[src/rtl/freq_sel_pkg.sv]
// Shared definitions for the frequency-selection divider.
// Holds the selection width, the default divider parameters and the
// half-period helper used by both the divider and its bench model.
package freq_sel_pkg;

  localparam int SEL_W             = 3;
  localparam int DEFAULT_BASE_HALF = 2;
  localparam int DEFAULT_CNT_W     = 16;

  // Half-period length in enabled cycles for a given selection.
  // Selection 7 is the fastest (base_half); each step down doubles it.
  function automatic int unsigned half_len(input logic [SEL_W-1:0] sel,
                                           input int unsigned base_half);
    int unsigned shamt;
    shamt = 32'd7 - 32'(sel);
    return base_half << shamt;
  endfunction

endpackage

[src/rtl/freq_sel_divider.sv]
// Programmable square-wave generator.
// Turns the 3-bit frequency selection into a 50 % duty clock and a
// once-per-period strobe. A new selection is only taken at the end of a
// full output period, so clk_out never produces a short or long pulse.
//
// Ports:
//   clk_nx     in   system clock, rising edge
//   rst        in   synchronous active-high reset
//   enable     in   count enable; low freezes the block (tick forced low)
//   frec_num   in   requested selection, sampled only on full-period boundaries
//   clk_out    out  generated square wave
//   tick       out  one-cycle pulse in the cycle clk_out falls
//   sel_active out  selection currently in effect
module freq_sel_divider
  import freq_sel_pkg::*;
#(
  parameter int CNT_W     = DEFAULT_CNT_W,
  parameter int BASE_HALF = DEFAULT_BASE_HALF
) (
  input  logic             clk_nx,
  input  logic             rst,
  input  logic             enable,
  input  logic [SEL_W-1:0] frec_num,
  output logic             clk_out,
  output logic             tick,
  output logic [SEL_W-1:0] sel_active
);

  logic [CNT_W-1:0] cnt;
  logic [CNT_W-1:0] cnt_last;
  logic             at_last;

  // Terminal count for the half-period currently in effect. Depends only
  // on registered state, so no input reaches an output combinationally.
  always_comb begin
    cnt_last = CNT_W'(half_len(sel_active, BASE_HALF) - 32'd1);
    at_last  = (cnt == cnt_last);
  end

  // Half-period counter and output generation. The rising edge of
  // clk_out marks mid-period; the falling edge is the full-period
  // boundary, where tick fires and the next selection is latched.
  always_ff @(posedge clk_nx) begin
    if (rst) begin
      cnt        <= '0;
      clk_out    <= 1'b0;
      tick       <= 1'b0;
      sel_active <= '0;
    end else if (!enable) begin
      tick <= 1'b0;
    end else if (!at_last) begin
      cnt  <= cnt + CNT_W'(1);
      tick <= 1'b0;
    end else if (!clk_out) begin
      cnt     <= '0;
      clk_out <= 1'b1;
      tick    <= 1'b0;
    end else begin
      cnt        <= '0;
      clk_out    <= 1'b0;
      tick       <= 1'b1;
      sel_active <= frec_num;
    end
  end

endmodule

[config.mk]
export PLATFORM = sky130hd
export DESIGN_NAME = freq_sel_divider
export DESIGN_NICKNAME = d
export VERILOG_FILES = /design/src/rtl/freq_sel_pkg.sv /design/src/rtl/freq_sel_divider.sv
export SDC_FILE = /design/constraint.sdc
export NUM_CORES = 1
export LEC_CHECK = 0
export ABC_CLOCK_PERIOD_IN_PS = 3500
export CAP_MARGIN = 5
export CORE_UTILIZATION = 55
export CTS_BUF_LIST = sky130_fd_sc_hd__clkbuf_4 sky130_fd_sc_hd__clkbuf_8
export DETAILED_ROUTE_END_ITERATION = 10
export GPL_ROUTABILITY_DRIVEN = 0
export PLACE_DENSITY = 0.84
export SLEW_MARGIN = 5
export SYNTH_ARGS = -nofsm -noshare
export SYNTH_HDL_FRONTEND = slang
export SYNTH_SLANG_ARGS = --single-unit
[constraint.sdc]
create_clock -name clk_nx -period 3.5 [get_ports clk_nx]
set_input_delay 0.7 -clock clk_nx [delete_from_list [all_inputs] [get_ports clk_nx]]
set_output_delay 0.7 -clock clk_nx [all_outputs]
set_load 0.01 [all_outputs]
==> out/metrics.cfg <==
[status]
status=finished, final reports clean

[final_layout]
post-route-util_pct=68.5
drive_above_1_share_pct=11.1
syn_to_final_growth_pct=11.3
antennaDiodeCount=0
finish.net_count=143
fillers=153

[run]
maxCapViolCount=0

[yosys]
synth_fp_nets=132
netlist.area_leader.share_pct=37.5
mappedNetlistArea_um2=1120
async_reset_ff_share_pct=0
synth_enable_flop_cells=0
synthTopCellsByArea=dfxtp_1 38%, xnor2_1 7.0%, nor2_1 6.4%
ys.warnings.count=0
synth_ff_type=dfxtp_1
ys_seq_area_share_pct=37.5
yosys.area.top_type=dfxtp_1
yosys_register_bits=21
synth.distinct_cells=37
synthCells=125
syn_avg_cell_area_um2=8.96

[cts]
cts_hold_repair.buffers=0
clk_pin_slew_ps=110
cts.sinks=21
cts_resized=0
cts_tree=built
post_cts_buffers=0
cts_root_buffer=clkbuf_4
numCtsBuffers=3
htreeDepth=1
cts_buffer_depth=2
worstSkewPairLatency_ps=300

[timing]
period_share_pct=69.5
hold_violations=0
fin_crit_ps=2430
slew_headroom_pct=57.0
tightest_slew_ps=645
grt_setup_unrepaired=no
setup_viol=0
fin_worst_skew_ps=5.27
drv_slew=0
setup_tns_ps=0
fmax_mhz=411

[floorplan]
fp.dieW_um=47.1
num_rows=15
start_util_pct=61.5
pin_count=11
core_um2=1820
die_y_um=47.1
die_area_um2=2220

[detailed_routing]
wl_per_cell_um=13.5
totalWireLength_um=2150
remaining_drc_errors=0
via_per_inst=5.48
drt_pass1_iterations=4
vias=877
postRouteAntennaNets=0
dr.first_iter.drc_count=11

[power_and_ir_drop]
p_per_area_nw_per_um2=313
peakVddDrop_mv=0.345
p_leak_nw=0.437

[global_routing]
grt_overflow=0
grt_usage_pct=23.8
grt_pass1_wl_um=3530
grt_pass1_vias=778
grt_max_degree=17
antenna_found_initial=0

[worst_setup_path]
worstSetupStartpointType=primary input
cp.required_ps=3680
criticalPathCategory=primary input to flip-flop
crit_path_end_kind=flip-flop
ff2ff_setup_slack_ps=1130
path_max_fanout=16
worstPathArrival_ps=2610

[place]
hpwl_um=1600
portBuffers=10

[hold_path]
hold_path_class=flip-flop to flip-flop

[where the power goes]
part / total [mW] / switching [mW] / internal [mW]
sequential: 0.246 / 0.00446 / 0.241
combinational: 0.0215 / 0.0104 / 0.0112
clock: 0.122 / 0.0702 / 0.0522
[Yosys cell counts (2+ instances only)]
library cell	instances
and3_1	3
buf_6	2
dfxtp_1	21
inv_1	5
mux2i_1	5
nand2_1	14
nand3_1	4
nand4_1	4
nor2_1	19
nor3_1	4
nor3b_1	2
nor4_1	2
o21ai_0	2
xnor2_1	9
xor2_1	7
[path summary, 6_finish.rpt]
| path | startpoint | to | cells after the start |
|---|---|---|---|
| worst max register to register | sel_active[1] | cnt[11] | 5 |
| worst min register to register | clk_out | tick | 2 |
| worst max-delay path | enable | cnt[11] | 6 |
| worst min-delay path | clk_out | tick | 2 |
[per-layer routing]
metal / vias to the layer above / GRT usage [%] / wire [um]
li1: 456 / - / -
met1: 401 / 31.1 / 1050
met2: 15 / 37.5 / 996
met3: 5 / 5.77 / 65
met4: 0 / 10.3 / 37
met5: - / 0 / 0
[through the flow]
| step | hold WS (ps) | area [um^2] | worst slack [ps] | instances | power, mW |
|---|---|---|---|---|---|
| finish | 521 | 1250 | 1070 | 160 | 0.390 |
| global route | 577 | 1250 | 974 | 160 | 0.407 |
| CTS | 527 | 1250 | 1050 | 160 | 0.393 |
| detailed placement | 504 | 1220 | 717 | 156 | 0.273 |
| global placement | 494 | 1220 | 830 | 156 | 0.272 |
| floorplan | 485 | 1120 | 1400 | 125 | 0.264 |
[critical path: stages]
cell	delay [ps]
clkdlybuf4s50_1	600
nand2_1	100
a211oi_2	240
o2111ai_2	240
o31ai_4	600
nor2_1	130
[layout by cell type (no fill, tap or decap), types with 5 or more instances in the layout]
cell             synthesis  routed
nor2_1                  19      19
xnor2_1                  9       9
clkdlybuf4s50_1          0      10
dfxtp_1                 21      21
mux2i_1                  5       5
xor2_1                   7       7
nand2_1                 14      14
inv_1                    5       5
[final cells by class]
cell class / count / area, um^2 / share of cell area [%]
repair buffers: 10 / 100 / 8.03
inverters: 5 / 18.8 / 1.51
multi-input cells: 95 / 646 / 51.8
clock buffers: 4 / 30.0 / 2.41
flip-flops and latches: 21 / 420 / 33.7
well taps: 25 / 31.3 / 2.51
[sequential cells by signal, indices dropped and copies added (netlist names)]
signal,flops
sel_active,3
cnt,16
tick,1
clk_out,1
[kinds of logic (layout without fill, tap and decap cells)]
group	after synthesis	in the layout	share of synthesized area (%)
simple gates	61	61	28.9
flops	21	21	37.5
xor+xnor	16	16	12.5
compound gates	12	12	10.6
buf+inv	9	19	4.80
mux	5	5	4.47
fa+ha+maj	1	1	1.12
Note: power is estimated with default switching activity, not from simulation.
